**config.mk**
```make
export PLATFORM = sky130hd
export DESIGN_NAME = serial_frame_tx
export DESIGN_NICKNAME = d
export VERILOG_FILES = /design/src/rtl/serial_frame_pkg.sv /design/src/rtl/serial_frame_tx_bit_timer.sv /design/src/rtl/serial_frame_tx.sv
export SDC_FILE = /design/constraint.sdc
export NUM_CORES = 1
export LEC_CHECK = 0
export CAP_MARGIN = 20
export CORE_MARGIN = 2
export CORE_UTILIZATION = 49
export DETAILED_ROUTE_END_ITERATION = 10
export PLACE_DENSITY_LB_ADDON = 0.08
export SLEW_MARGIN = 20
export SYNTH_ARGS = -nofsm -noshare
export SYNTH_HDL_FRONTEND = slang
export SYNTH_SLANG_ARGS = --single-unit
```
**constraint.sdc**
```tcl
create_clock -name clk -period 1.97 [get_ports clk]
set_input_delay 0.2955 -clock clk [delete_from_list [all_inputs] [get_ports clk]]
set_output_delay 0.2955 -clock clk [all_outputs]
set_load 0.01 [all_outputs]
```
**src/rtl/serial_frame_pkg.sv**
```systemverilog
// ============================================================================
// Module   : serial_frame_pkg
// Purpose  : Shared state encoding, line constant and frame-length helper for
//            the serial frame transmit/receive blocks.
// Revision : 1.0 - initial release
// ============================================================================
`default_nettype none

package serial_frame_pkg;

  typedef enum logic [2:0] {
    IDLE   = 3'd0,
    START  = 3'd1,
    DATA   = 3'd2,
    PARITY = 3'd3,
    STOP   = 3'd4
  } state_t;

  localparam logic LINE_IDLE = 1'b1;

  // Clocks from accept to the return to IDLE.
  function automatic int unsigned frame_clocks(input int unsigned data_width,
                                               input int unsigned clks_per_bit,
                                               input int unsigned parity_en);
    return (2 + data_width + parity_en) * clks_per_bit;
  endfunction

endpackage

`default_nettype wire

```
**src/rtl/serial_frame_tx_bit_timer.sv**
```systemverilog
// ============================================================================
// Module   : bit_timer
// Purpose  : Counts clocks within one serial bit; bit_end marks the last one.
// Revision : 1.0 - initial release
// ============================================================================
`default_nettype none

module bit_timer #(
  parameter int CLKS_PER_BIT = 4
) (
  input  logic clk,
  input  logic reset_n,
  input  logic en,
  input  logic clr,
  output logic bit_end
);

  localparam int            CW   = (CLKS_PER_BIT > 1) ? $clog2(CLKS_PER_BIT) : 1;
  localparam logic [CW-1:0] LAST = CW'(CLKS_PER_BIT - 1);

  logic [CW-1:0] cnt_q, cnt_d;

  always_comb begin
    bit_end = en && (cnt_q == LAST);
    cnt_d   = cnt_q;
    if (clr) begin
      cnt_d = '0;
    end else if (en) begin
      cnt_d = bit_end ? '0 : cnt_q + 1'b1;
    end
  end

  always_ff @(posedge clk or negedge reset_n) begin
    if (!reset_n) begin
      cnt_q <= '0;
    end else begin
      cnt_q <= cnt_d;
    end
  end

endmodule

`default_nettype wire

```
**src/rtl/serial_frame_tx.sv**
```systemverilog
// ============================================================================
// Module   : serial_frame_tx
// Purpose  : Parallel-to-serial frame transmitter: start, LSB-first data,
//            optional parity, stop. Line idles high.
// Revision : 1.0 - initial release
// ============================================================================
`default_nettype none

module serial_frame_tx
  import serial_frame_pkg::*;
#(
  parameter int DATA_WIDTH   = 8,
  parameter int CLKS_PER_BIT = 4,
  parameter int PARITY_EN    = 1,
  parameter int PARITY_ODD   = 0
) (
  input  logic                  clk,
  input  logic                  reset_n,
  input  logic [DATA_WIDTH-1:0] data_in,
  input  logic                  data_valid,
  output logic                  data_ready,
  output logic                  tx_out,
  output logic                  busy,
  output logic                  done
);

  localparam int            IW       = (DATA_WIDTH > 1) ? $clog2(DATA_WIDTH) : 1;
  localparam logic [IW-1:0] LAST_IDX = IW'(DATA_WIDTH - 1);
  localparam logic          ODD      = (PARITY_ODD != 0);

  state_t                state_q, state_d;
  logic [DATA_WIDTH-1:0] shreg_q, shreg_d;
  logic [DATA_WIDTH-1:0] shreg_next;
  logic [IW-1:0]         idx_q, idx_d;
  logic                  par_q, par_d;
  logic                  tx_q, tx_d;
  logic                  done_q, done_d;
  logic                  accept;
  logic                  bit_end;

  assign data_ready = (state_q == IDLE);
  assign busy       = (state_q != IDLE);
  assign accept     = data_valid && data_ready;
  assign tx_out     = tx_q;
  assign done       = done_q;
  assign shreg_next = shreg_q >> 1;

  bit_timer #(
    .CLKS_PER_BIT(CLKS_PER_BIT)
  ) u_bit_timer (
    .clk    (clk),
    .reset_n(reset_n),
    .en     (busy),
    .clr    (accept),
    .bit_end(bit_end)
  );

  always_comb begin
    state_d = state_q;
    shreg_d = shreg_q;
    idx_d   = idx_q;
    par_d   = par_q;
    tx_d    = tx_q;
    done_d  = 1'b0;
    case (state_q)
      IDLE: begin
        if (accept) begin
          state_d = START;
          shreg_d = data_in;
          idx_d   = '0;
          par_d   = (^data_in) ^ ODD;
          tx_d    = 1'b0;
        end
      end
      START: begin
        if (bit_end) begin
          state_d = DATA;
          tx_d    = shreg_q[0];
        end
      end
      DATA: begin
        if (bit_end) begin
          if (idx_q == LAST_IDX) begin
            idx_d = '0;
            if (PARITY_EN != 0) begin
              state_d = PARITY;
              tx_d    = par_q;
            end else begin
              state_d = STOP;
              tx_d    = LINE_IDLE;
            end
          end else begin
            idx_d   = idx_q + 1'b1;
            shreg_d = shreg_next;
            tx_d    = shreg_next[0];
          end
        end
      end
      PARITY: begin
        if (bit_end) begin
          state_d = STOP;
          tx_d    = LINE_IDLE;
        end
      end
      STOP: begin
        if (bit_end) begin
          state_d = IDLE;
          done_d  = 1'b1;
        end
      end
      default: begin
        state_d = IDLE;
        tx_d    = LINE_IDLE;
      end
    endcase
  end

  always_ff @(posedge clk or negedge reset_n) begin
    if (!reset_n) begin
      state_q <= IDLE;
      shreg_q <= '0;
      idx_q   <= '0;
      par_q   <= 1'b0;
      tx_q    <= LINE_IDLE;
      done_q  <= 1'b0;
    end else begin
      state_q <= state_d;
      shreg_q <= shreg_d;
      idx_q   <= idx_d;
      par_q   <= par_d;
      tx_q    <= tx_d;
      done_q  <= done_d;
    end
  end

endmodule

`default_nettype wire

```
# Word level (Yosys, flattened, before mapping)
# Index checks and enable logic that the tools add are counted.
[op_classes]
mux = 26
eq_ne = 13
bitwise_logic = 1
n_addsub = 2
n_reduce_logical = 12
[ops]
columns = ["cell", "count"]
rows = [
  ["$mux 3", 9],
  ["$mux 8", 3],
  ["$pmux 8 s2", 1],
  ["$pmux 3 s5", 1],
  ["$ne 2x2->1 const B", 6],
  ["$reduce_xor 8->1", 1],
  ["$mux 1", 7],
  ["$eq 3x2->1 const B", 2],
  ["$eq 3x3->1 const B", 2],
  ["$mux 2", 3],
  ["$pmux 3 s2", 1],
  ["$reduce_and 6->1", 1],
  ["$pmux 1 s5", 1],
  ["$reduce_and 5->1", 1],
  ["$reduce_and 4->1", 1],
  ["$reduce_bool 2->1", 2],
  ["$add 3x1->3 const B", 1],
  ["$eq 3x1->1 const B", 1],
  ["$logic_not 3->1", 1],
  ["$reduce_and 3->1", 1],
  ["$reduce_bool 3->1", 1],
  ["$add 2x1->2 const B", 1],
  ["$eq 2x2->1 const B", 1],
  ["$logic_and 1x1->1", 2],
  ["3 further kinds", 3],
]
[totals]
regBits = 19
out_inout_bits = 4
in_bits = 11

# Logic depth before layout (Yosys ltp)
[depth]
ltp_word = 5
ltp_mapped = 7
ltp_nobuf = 6

# By module
# From an unflattened synthesis, not the netlist that was laid out.
[unflattened]
cells_unflattened = 103
hier_area_um2 = 1077.3
[by_module_without_submodules]
columns = ["mod", "area_per_inst_um2", "seq_area_each_um2", "n_inst", "cells_per_inst"]
rows = [
  ["serial_frame_tx", 970.9, 426.7, 1, 94],
  ["bit_timer", 106.4, 50.0, 1, 9],
]

# Worst setup path before layout
# OpenSTA, ideal clock, no wires.
[synth_path]
path_type = "reg2reg"
startpoint = "register idx_q[0]"
endpoint = "register shreg_q[7]"
path_stages_with_launch = 7
setup_time_ns = 0.120
slack_ns = 0.465
n_path_buf = 0
required_ns = 1.850
synth_period_minus_slack_ns = 1.505
arrival_ns = 1.385
cell_sequence = "dfrtp_1 ha_1 ha_1 and3b_1 o21a_4 nor2b_1 a31o_2"
[synth_via]
elab_chain_len = 3
[synth_lines]
columns = ["item", "line", "text"]
rows = [
  ["start: declaration", "serial_frame_tx.sv:34", "logic [IW-1:0] idx_q, idx_d;"],
  ["start signal: assignment", "serial_frame_tx.sv:129", "idx_q <= idx_d;"],
  ["$eq 3x3->1", "serial_frame_tx.sv:83", "if (idx_q == LAST_IDX) begin"],
  ["$ne 2x2->1 (no source line)", "n/a", ""],
  ["$reduce_and 4->1 (no source line)", "n/a", ""],
  ["end signal: assignment", "serial_frame_tx.sv:128", "shreg_q <= shreg_d;"],
  ["end: declaration", "serial_frame_tx.sv:32", "logic [DATA_WIDTH-1:0] shreg_q, shreg_d;"],
]
# Every way passes these cells.
# A chain may end at the register's enable or synchronous reset.

# Worst setup path in the final report
[layout_path]
startpoint = "register state_q[1]"
endpoint = "output data_ready"
[layout_via]
elab_chain_len = 1
[layout_lines]
columns = ["item", "line", "text"]
rows = [
  ["start: declaration", "serial_frame_tx.sv:31", "state_t state_q, state_d;"],
  ["start signal: assignment", "serial_frame_tx.sv:127", "state_q <= state_d;"],
  ["$logic_not 3->1", "serial_frame_tx.sv:41", "assign data_ready = (state_q == IDLE);"],
  ["end: declaration", "serial_frame_tx.sv:21", "output logic data_ready,"],
]
# Every way passes these cells.

==> impl_metrics.ini <==
[drt]
vias_per_cell = 5.22
wire_per_inst_microns = 13.3
drc_errors = 0
num_vias = 768
first_pass_iters = 4
ant_nets = 0
routed_wl_mm = 1.95
drt_first_iter_violations = 13

[power_and_ir_drop]
power_density_mw_per_mm2 = 1360
finalPower_mw = 1.73
ir_worst_vdd_v = 0.000751
p_leak_nw = 0.565

[grt]
grt.busiest_layer = met2
grt_max_degree = 17
grt_use_met2 = 0.260
gr-total-overflow = 0
grt_pass1_vias = 723
grtUsageMet1 = 0.246
grt_util_met3 = 0.0351
antenna_found_initial = 0
grt_usage = 0.173
grt_first_pass_wirelength_mm = 3.33

[timing]
rsz0062_at_grt = no
slew_headroom = 0.646
worst_pin_slew_ns = 0.529
period_share = 0.969
fmaxAchievable_mhz = 524
finalSetupTns_ns = 0
slew_violations = 0
finClkSkew_ns = 0.00211
finalHoldViolCount = 0
fin_crit_ns = 1.91
setup_viol = 0

[floorplan]
io_pins = 15
fp.dieH_microns = 51.2
start_util = 0.504
core-area_sq_mm = 0.00217
core.rowCount = 17
die_w_microns = 51.2
dieArea_sq_mm = 0.00263

[cts]
clkTransAtPathRegs_ns = 0.11
hold_buffers = 0
cts_resized = 1
clock_latency_ns = 0.29
cts_tree = done
cts_buffers = 3
root_buffer = clkbuf_4
cts_num_sinks = 19
post-cts-setup-buffers = 0
cts_buffer_depth = 2
htree_levels = 1

[yosys]
synth_area_leader_cell = dfrtp_1
yosysUniqueCellTypes = 35
synth_top_family_by_area = simple AND/OR/NAND/NOR gates
syn_area_sq_mm = 0.00109
synth_most_common_cell = dfrtp_1
ys_top_cells_by_area = dfrtp_1, mux2i_1, xnor2_1
yosys-top-cells-count = dfrtp_1, nor2_1, mux2i_1, o21ai_0
synth_xor_area_frac = 0.0641
synth_adder_area_share = 0.0458
ys_seq_area_frac = 0.436
async_reset_ff_frac = 1.00
synthFlopType = dfrtp_1
synth_compound_area_frac = 0.145
synthSimpleGateAreaFrac = 0.160
synthesis.nets = 118
muxShareOfSynthArea = 0.0870
ys_warn_count = 0
synth.top_cell.area_share = 0.412
synth_cells = 103
avgSynthCellArea_sq_um = 10.6
ys_ff_latch = 19
synth-edff-count = 0

[placed_design]
io_buffers = 14
routabilityCongestion = 0.806
dp_hpwl_mm = 1.47

[worst_hold_path]
min_path_type = in -> async

[critical_path]
arrival_ns = 1.61
worst-path-buf-inv = 1
crit_fanout = 11
worstRegToRegCells = 6
critPathKind = reg -> out
worst_ep_required_time_ns = 1.67
cp_slowest_stage_delay_ns = 0.56
startpoint = state_q[1]
setup.worst_path.start_class = flop
cp.depth = 2
r2r_start = idx_q[0]
path_cells = nor3_4 > clkdlybuf4s50_1
critPathCaptureType = output port
critPathTopFamily = buffers and inverters
worst_path_max_delay_cell = clkdlybuf4s50_1

[status]
status = completed

[cells_and_area]
final_layout_size_suffix_gt1_frac = 0.168
area_growth_pct = 15.9
antennaDiodeCount = 0
final_nets = 135

[flow_run]
max-cap-violations = 0
==> flip-flops by register name, indices dropped and copies added (netlist names) <==
| name | flops |
|---|---|
| tx_out | 1 |
| state_q | 3 |
| u_bit_timer.cnt_q | 2 |
| idx_q | 3 |
| done | 1 |
| shreg_q | 8 |
| par_q | 1 |
==> layout by cell type, fill, tap and decap left out, types with 2 or more instances in the layout <==
| master | instances |
|---|---|
| dfrtp_1 | 16 |
| clkdlybuf4s50_1 | 14 |
| nor2_1 | 11 |
| o21ai_0 | 8 |
| mux2i_1 | 8 |
| a21oi_1 | 7 |
| xnor2_1 | 7 |
| inv_1 | 4 |
| ha_1 | 4 |
| nand2_1 | 3 |
| nand3b_1 | 3 |
| clkbuf_4 | 3 |
| buf_4 | 3 |
| nand3_1 | 2 |
| nand2_2 | 2 |
| dfrtp_2 | 2 |
==> cell type report <==
class | instances | area (sq um)
fillers | 188 | 902
well taps | 28 | 35.0
multi-input cells | 75 | 549
inverters | 4 | 15.0
repair buffers | 17 | 163
flip-flops and latches | 19 | 479
clock buffers | 4 | 26.3
==> layer usage <==
metal,vias up,share of wire
li1,389,-
met1,370,0.50
met2,7,0.47
met3,2,0.021
met4,0,0.0082
met5,-,0
==> metrics by stage <==
step           setup slack [ns]  hold WS, ns  cells   util  cell area [sq um]
4_1_cts                  0.0439        0.345    147  0.584               1270
3_5_place_dp              0.275        0.496    143  0.571               1240
6_report                 0.0601        0.338    147  0.584               1270
5_1_grt                 0.00184        0.388    147  0.584               1270
2_1_floorplan             0.465   -0.0000911    103      -               1090
3_3_place_gp              0.328        0.479    143  0.571               1240
==> cell families (layout without fill, tap and decap cells) <==
group                    Yosys count  in the layout
AO/OA/AOI/OAI                     24             24
buffers and inverters              9             25
XOR/XNOR                           8              8
flip-flops                        19             19
AND/OR/NAND/NOR                   30             30
adder cells (fa/ha/maj)            4              4
multiplexers                       9              9
==> final timing paths <==
kind,slack [ns],to
min reg2reg,0.51,par_q
min,0.34,shreg_q[5]
min in group clk,0.51,par_q
max in group asynchronous,1.10,state_q[0]
max,0.06,data_ready
max reg2reg,0.27,shreg_q[7]
==> where the power goes <==
group / total (mW) / internal, mW / switching [mW]
clock network: 0.197 / 0.0787 / 0.118
logic: 0.791 / 0.412 / 0.378
registers: 0.740 / 0.568 / 0.171
Power figures use the tool's default switching activity.
